==> config.mk <==
export PLATFORM = sky130hd
export DESIGN_NAME = dp_decode_stage
export DESIGN_NICKNAME = d
export VERILOG_FILES = /design/src/rtl/dp_decode_stage.sv
export SDC_FILE = /design/constraint.sdc
export NUM_CORES = 1
export LEC_CHECK = 0
export ABC_AREA = 1
export CAP_MARGIN = 5
export CORE_MARGIN = 2
export CORE_UTILIZATION = 48
export CTS_CLUSTER_SIZE = 10
export DETAILED_ROUTE_END_ITERATION = 8
export PLACE_DENSITY = 0.92
export SYNTH_ARGS = -nofsm -noshare
export SYNTH_HDL_FRONTEND = slang
export SYNTH_SLANG_ARGS = --single-unit
==> constraint.sdc <==
create_clock -name clk -period 4.5 [get_ports clk]
set_clock_uncertainty 0.05 [all_clocks]
set_input_delay 1.35 -clock clk [delete_from_list [all_inputs] [get_ports clk]]
set_output_delay 1.35 -clock clk [all_outputs]
set_load 0.1 [all_outputs]
==> src/rtl/dp_decode_stage.sv <==
// Registered ARM7TDMI data-processing decode stage with condition evaluation and saturating annul counter.
// Optional build macro DP_SKID_EN adds a one-entry skid buffer so in_ready has no path from out_ready.
module dp_decode_stage #(
    parameter int unsigned INSTR_W = 32,
    parameter int unsigned REG_AW  = 4,
    parameter int unsigned CNT_W   = 16
) (
    input  logic               clk,
    input  logic               rst_n,
    input  logic               in_valid,
    output logic               in_ready,
    input  logic [INSTR_W-1:0] in_instr,
    input  logic [3:0]         cpsr_nzcv,
    input  logic               flush,
    output logic               out_valid,
    input  logic               out_ready,
    output logic               out_cond_pass,
    output logic               out_is_dp,
    output logic [3:0]         out_opcode,
    output logic               out_s,
    output logic               out_imm,
    output logic [REG_AW-1:0]  out_rn,
    output logic [REG_AW-1:0]  out_rd,
    output logic [REG_AW-1:0]  out_rm,
    output logic [11:0]        out_shift,
    output logic               out_rn_used,
    output logic               out_rd_write,
    output logic [CNT_W-1:0]   annul_cnt
);

    typedef struct packed {
        logic              cond_pass;
        logic              is_dp;
        logic [3:0]        opcode;
        logic              s;
        logic              imm;
        logic [REG_AW-1:0] rn;
        logic [REG_AW-1:0] rd;
        logic [REG_AW-1:0] rm;
        logic [11:0]       shift;
        logic              rn_used;
        logic              rd_write;
    } bundle_t;

    bundle_t          w_dec;
    bundle_t          r_out;
    logic             r_out_valid;
    logic [CNT_W-1:0] r_annul;
    logic             w_accept;
    logic             w_n, w_z, w_c, w_v;

    // Condition evaluation and field extraction for the word on the input port
    always_comb begin
        {w_n, w_z, w_c, w_v} = cpsr_nzcv;
        w_dec                = '0;
        case (in_instr[31:28])
            4'h0:    w_dec.cond_pass = w_z;
            4'h1:    w_dec.cond_pass = ~w_z;
            4'h2:    w_dec.cond_pass = w_c;
            4'h3:    w_dec.cond_pass = ~w_c;
            4'h4:    w_dec.cond_pass = w_n;
            4'h5:    w_dec.cond_pass = ~w_n;
            4'h6:    w_dec.cond_pass = w_v;
            4'h7:    w_dec.cond_pass = ~w_v;
            4'h8:    w_dec.cond_pass = w_c & ~w_z;
            4'h9:    w_dec.cond_pass = ~w_c | w_z;
            4'hA:    w_dec.cond_pass = (w_n == w_v);
            4'hB:    w_dec.cond_pass = (w_n != w_v);
            4'hC:    w_dec.cond_pass = ~w_z & (w_n == w_v);
            4'hD:    w_dec.cond_pass = w_z | (w_n != w_v);
            4'hE:    w_dec.cond_pass = 1'b1;
            default: w_dec.cond_pass = 1'b0;
        endcase
        // Multiply/swap/halfword share the 00 class but set bits 7 and 4 with I clear;
        // MRS/MSR are the compare opcodes without S.
        w_dec.is_dp    = (in_instr[27:26] == 2'b00)
                       & ~(~in_instr[25] & in_instr[7] & in_instr[4])
                       & ~((in_instr[24:23] == 2'b10) & ~in_instr[20]);
        w_dec.opcode   = in_instr[24:21];
        w_dec.s        = in_instr[20];
        w_dec.imm      = in_instr[25];
        w_dec.rn       = REG_AW'(in_instr[19:16]);
        w_dec.rd       = REG_AW'(in_instr[15:12]);
        w_dec.rm       = REG_AW'(in_instr[3:0]);
        w_dec.shift    = in_instr[11:0];
        w_dec.rn_used  = w_dec.is_dp & (in_instr[24:21] != 4'b1101) & (in_instr[24:21] != 4'b1111);
        w_dec.rd_write = w_dec.is_dp & w_dec.cond_pass & (in_instr[24:23] != 2'b10);
    end

`ifdef DP_SKID_EN
    bundle_t r_skid;
    logic    r_skid_valid;
    logic    w_out_free;

    assign in_ready   = ~r_skid_valid;
    assign w_accept   = in_valid & ~r_skid_valid & ~flush;
    assign w_out_free = ~r_out_valid | out_ready;

    // Output register fed from skid first so ordering is preserved
    always_ff @(posedge clk or negedge rst_n) begin
        if (!rst_n) begin
            r_out_valid  <= 1'b0;
            r_out        <= '0;
            r_skid_valid <= 1'b0;
            r_skid       <= '0;
        end else if (flush) begin
            r_out_valid  <= 1'b0;
            r_skid_valid <= 1'b0;
        end else if (w_out_free) begin
            if (r_skid_valid) begin
                r_out        <= r_skid;
                r_out_valid  <= 1'b1;
                r_skid_valid <= 1'b0;
            end else if (w_accept) begin
                r_out        <= w_dec;
                r_out_valid  <= 1'b1;
            end else begin
                r_out_valid  <= 1'b0;
            end
        end else if (w_accept) begin
            r_skid       <= w_dec;
            r_skid_valid <= 1'b1;
        end
    end
`else
    assign in_ready = ~r_out_valid | out_ready;
    assign w_accept = in_valid & in_ready & ~flush;

    // Single output register; flush overrides any same-edge accept
    always_ff @(posedge clk or negedge rst_n) begin
        if (!rst_n) begin
            r_out_valid <= 1'b0;
            r_out       <= '0;
        end else if (flush) begin
            r_out_valid <= 1'b0;
        end else if (w_accept) begin
            r_out_valid <= 1'b1;
            r_out       <= w_dec;
        end else if (out_ready) begin
            r_out_valid <= 1'b0;
        end
    end
`endif

    // Saturating count of accepted condition-failed instructions
    always_ff @(posedge clk or negedge rst_n) begin
        if (!rst_n) begin
            r_annul <= '0;
        end else if (w_accept && !w_dec.cond_pass && (r_annul != {CNT_W{1'b1}})) begin
            r_annul <= r_annul + CNT_W'(1);
        end
    end

    assign out_valid     = r_out_valid;
    assign out_cond_pass = r_out.cond_pass;
    assign out_is_dp     = r_out.is_dp;
    assign out_opcode    = r_out.opcode;
    assign out_s         = r_out.s;
    assign out_imm       = r_out.imm;
    assign out_rn        = r_out.rn;
    assign out_rd        = r_out.rd;
    assign out_rm        = r_out.rm;
    assign out_shift     = r_out.shift;
    assign out_rn_used   = r_out.rn_used;
    assign out_rd_write  = r_out.rd_write;
    assign annul_cnt     = r_annul;

endmodule
---- After elaboration in Yosys (flattened, before gate mapping) ----
Index checks and enable logic that the tools add are counted.
storage, ports and cells
  register bits ........................... 51
  bits in latches ......................... 0
  bits in writable memories ............... 0
  bits in read-only memories .............. 0
  output and inout port bits .............. 52
  memories ................................ 0
cells by class
  add/sub/neg operators ................... 1
  $mul .................................... 0
  div/mod/pow operators ................... 0
  order comparisons ....................... 0
  equal/unequal tests ..................... 21
  shift operators ......................... 0
  multiplexer cells ....................... 4
  bitwise operators ....................... 26
  reduce and logical (&&, ||, !) cells .... 7
operators with widths
  operator                 number
  $eq A4 B4 Y1 const B     7
  $add A16 B1 Y16 const B  1
  $eq A4 B3 Y1 const B     4
  $ne A16 B16 Y1 const B   1
  $pmux W1 S15             1
  $and A1 B1 Y1            13
  $not A1 Y1               10
  $eq A4 B2 Y1 const B     2
  $ne A4 B4 Y1 const B     2
  $eq A4 B1 Y1 const B     1
  $logic_not A4 Y1         1
  $mux W1                  3
  $or A1 B1 Y1             3
  $reduce_bool A3 Y1       1
  $eq A2 B2 Y1 const B     1
  $logic_and A1 B1 Y1      2
  $logic_not A2 Y1         1
  $ne A2 B2 Y1 const B     1
  $reduce_and A2 Y1        1
  $eq A1 B1 Y1             1
  $logic_not A1 Y1         1
  $ne A1 B1 Y1             1

---- Logic depth before layout (Yosys ltp) ----
  word-level depth ........................ 8
  depth in mapped cells ................... 12

---- Worst setup path before layout ----
No wires, ideal clock.
  path type ............................... input -> output
  start point ............................. in out_ready
  end point ............................... out in_ready
  arrival time ............................ 1.991 ns
  required time ........................... 3.100 ns
  slack ................................... 1.109 ns
  cell stages on the path ................. 2
  path buffers ............................ 0
  cells stage by stage .................... nor2_1 -> inv_1
on the way
  longest elaborated chain between the ends .. 1
ends and longest elaborated chain
  element       line  source
  from (decl)   16    input logic out_ready,
  $or A1 B1 Y1  126   assign in_ready = ~r_out_valid | out_ready;
  to (decl)     11    output logic in_ready,
No other way between the ends.

---- Final worst setup path ----
Ends and elaborated chain as after synthesis.

==> results.sh <==
export IMPL_fin_cells=506
export IMPL_power_density_mw_per_mm2=439
export IMPL_antenna_cells=0
export IMPL_fp_dieW_um=77.3
export IMPL_p_comb_share_pct=47.4
export IMPL_cts_resized=0
export IMPL_crit_fanout=3
export IMPL_overflow=0
export IMPL_ys_seq_area_share_pct=45.6
export IMPL_synth_top_area_share_pct=45.6
export IMPL_setup_violations=0
export IMPL_grt_usage_pct=22.9
export IMPL_post_cts_buffers=0
export IMPL_grt_pass1_wl_mm=11.2
export IMPL_core_area_sq_mm=0.00514
export IMPL_avgSynthCellArea_sq_um=7.39
export IMPL_ant_nets=0
export IMPL_min_period_over_period_pct=80.7
export IMPL_ys_top_cells_by_area="dfrtp_1 46%, nand2_1 22%, nand4_1 4.1%"
export IMPL_maxSlewViolCount=0
export IMPL_power_frac_clock_pct=19.7
export IMPL_rows=26
export IMPL_numClockSinks=47
export IMPL_ctsHoldBuffers=0
export IMPL_syn_num_nets=391
export IMPL_maxSlewHeadroom_pct=32.0
export IMPL_die_h_um=77.3
export IMPL_maxCapViolCount=0
export IMPL_syn_cell_area_sq_mm=0.00258
export IMPL_grt_max_degree=48
export IMPL_hpwl_mm=4.88
export IMPL_regArea_sq_mm=0.00118
export IMPL_cts_buffer_depth=2
export IMPL_fin_crit_ps=3630
export IMPL_critical_path_class="input pin to primary output"
export IMPL_p_int_mw=0.817
export IMPL_remaining_drc_errors=0
export IMPL_critPathRequiredTime_ps=3100
export IMPL_syn_instance_count=349
export IMPL_drive_gt1_share_pct=5.05
export IMPL_via_per_inst=5.10
export IMPL_num_vias=2580
export IMPL_dp_cells=498
export IMPL_avgRoutedWirePerCell_um=13.2
export IMPL_rsz0062_at_grt="false"
export IMPL_grt_pass1_vias=2489
export IMPL_seq_power_share_pct=32.9
export IMPL_hold_viol=0
export IMPL_ios=93
export IMPL_synth_distinct_cells=28
export IMPL_worstSetupEndpointType="primary output"
export IMPL_status="complete, no violations"
export IMPL_start_kind="input pin"
export IMPL_htreeDepth=2
export IMPL_min_path_type="register to register"
export IMPL_ys_warn_count=0
export IMPL_clock_root_buffer="clkbuf_8"
export IMPL_fin_nets=477
export IMPL_die_area_sq_mm=0.00597
export IMPL_p_leak_nw=1.76
export IMPL_dp_slack_ps=871
export IMPL_cts_tree="built"
export IMPL_fillerInstances=448
export IMPL_p_switching_mw=0.775
export IMPL_area_growth_pct=40.6
export IMPL_setup_ws_ps=870
export IMPL_synth_seq_cells=47
export IMPL_clk_pin_slew_worst_paths_ps=90
export IMPL_drt_initial_drc_count=113
export IMPL_io_buffer_count=92
export IMPL_numCtsBuffers=5
export IMPL_p_sw_share_pct=48.6
export IMPL_drt_total_wl_mm=6.67
export IMPL_worstMarginPinSlew_ps=1020
export IMPL_ir_drop_mv=0.415
export IMPL_critical_path_arrival_ps=2230
export IMPL_place_congestion=0.961
export IMPL_clk_latency_ps=300
export IMPL_multi_input_area_sq_mm=0.00122
export IMPL_dr_pass1_iters=4
export IMPL_start_util_pct=50.2
export IMPL_antenna_found_initial=0
export IMPL_synth_top_area_cell="dfrtp_1"
export IMPL_max_freq_mhz=275
export IMPL_final_setup_tns_ps=0
==> layout by cell type, fill, tap and decap left out <==
master           count
a21oi_1              3
a21oi_2              1
buf_2                1
buf_4                3
bufinv_16            1
clkbuf_8             5
clkdlybuf4s50_1     90
clkinv_1             1
clkinvlp_4           1
dfrtp_1             47
ha_1                 1
inv_1               23
inv_2                2
inv_6                1
nand2_1            154
nand2_2              1
nand3_1             19
nand3_2              1
nand4_1             17
nand4_4              2
nor2_1              28
nor2_2               1
nor2_4               1
nor3_1               6
nor3_4               1
o21ai_0             10
o21ai_1              1
o31ai_1              1
xnor2_1              4
xor2_1               9
==> path summary, 6_finish.rpt <==
kind / startpoint / end / slack, ps / cells after the start
setup / recovery: out_ready / in_ready / 870 / 4
hold / removal: out_rd[1] / out_rd[1] / 430 / 2
setup reg to reg: annul_cnt[0] / annul_cnt[7] / 2460 / 7
hold reg to reg: out_rd[1] / out_rd[1] / 430 / 2
max in group asynchronous: rst_n / annul_cnt[13] / 2590 / 1
min in group asynchronous: rst_n / out_rd[1] / 1170 / 1
==> per-stage QoR <==
step | cell area, sq um | utilization (%) | total power [mW] | hold WS [ps]
final | 3620 | 70.5 | 1.59 | 434
after global routing | 3620 | 70.5 | 1.65 | 451
after CTS | 3620 | 70.5 | 1.60 | 439
after detailed placement | 3510 | 68.3 | 1.28 | 414
after global placement | 3510 | 68.3 | 1.27 | 411
after floorplan | 2580 | - | 1.09 | 933
==> cell families after synthesis <==
logic type | Yosys count | share of synthesized area (%)
xor+xnor | 13 | 4.42
fa+ha+maj | 1 | 0.485
buf+inv | 41 | 7.08
flops | 47 | 45.6
simple gates | 231 | 39.1
compound gates | 16 | 3.35
==> synthesized netlist by cell type <==
cell / n
clkinv_1: 1
buf_6: 1
nand4_4: 2
nor2_2: 1
nand2_2: 1
xnor2_1: 4
nor3_1: 6
o21ai_1: 1
dfrtp_1: 47
nand2_1: 154
inv_2: 2
buf_4: 5
nor3_4: 1
clkbuf_1: 4
ha_1: 1
o21ai_0: 10
nand3_2: 1
a21oi_1: 3
o31ai_1: 1
nand4_1: 17
nor2_1: 28
buf_1: 3
nor2_4: 1
nand3_1: 19
inv_1: 23
a21oi_2: 1
xor2_1: 9
buf_2: 2
==> layout make-up <==
class / count / share of cell area, %
clock buffer: 5 / 1.90
sequential: 47 / 32.4
clock inverter: 3 / 1.28
multi-input combinational: 261 / 33.7
inverter: 26 / 2.69
tap: 70 / 2.42
timing repair buffer: 94 / 25.6
==> power by group through the flow <==
stage	registers, mW	clock network [mW]	logic, mW
2_1_floorplan	0.923	0	0.164
3_3_place_gp	0.528	0	0.744
3_5_place_dp	0.531	0	0.754
4_1_cts	0.524	0.325	0.756
5_1_grt	0.533	0.336	0.785
6_report	0.524	0.314	0.754
==> flip-flops by register name, summed over array words and instances (netlist names) <==
name and flops:
out_rd 4, out_valid 1, out_opcode 4, out_rn 4, out_rn_used 1, out_rm 3, out_imm 1, out_s 1
out_cond_pass 1, out_shift 9, out_is_dp 1, out_rd_write 1, annul_cnt 16
==> routing by layer <==
| layer | vias up | GRT usage [%] | part of all wire, % |
|---|---|---|---|
| li1 | 1280 | - | - |
| met1 | 1182 | 28.7 | 41 |
| met2 | 103 | 39.9 | 51 |
| met3 | 15 | 3.76 | 6.4 |
| met4 | 0 | 7.86 | 2.2 |
| met5 | - | 0 | 0 |
==> critical path, cell delays in order <==
cell and delay (ps):
clkdlybuf4s50_1 460, nor2_1 40, inv_1 80, buf_4 290
No activity file was read; power rests on OpenSTA's default activity.
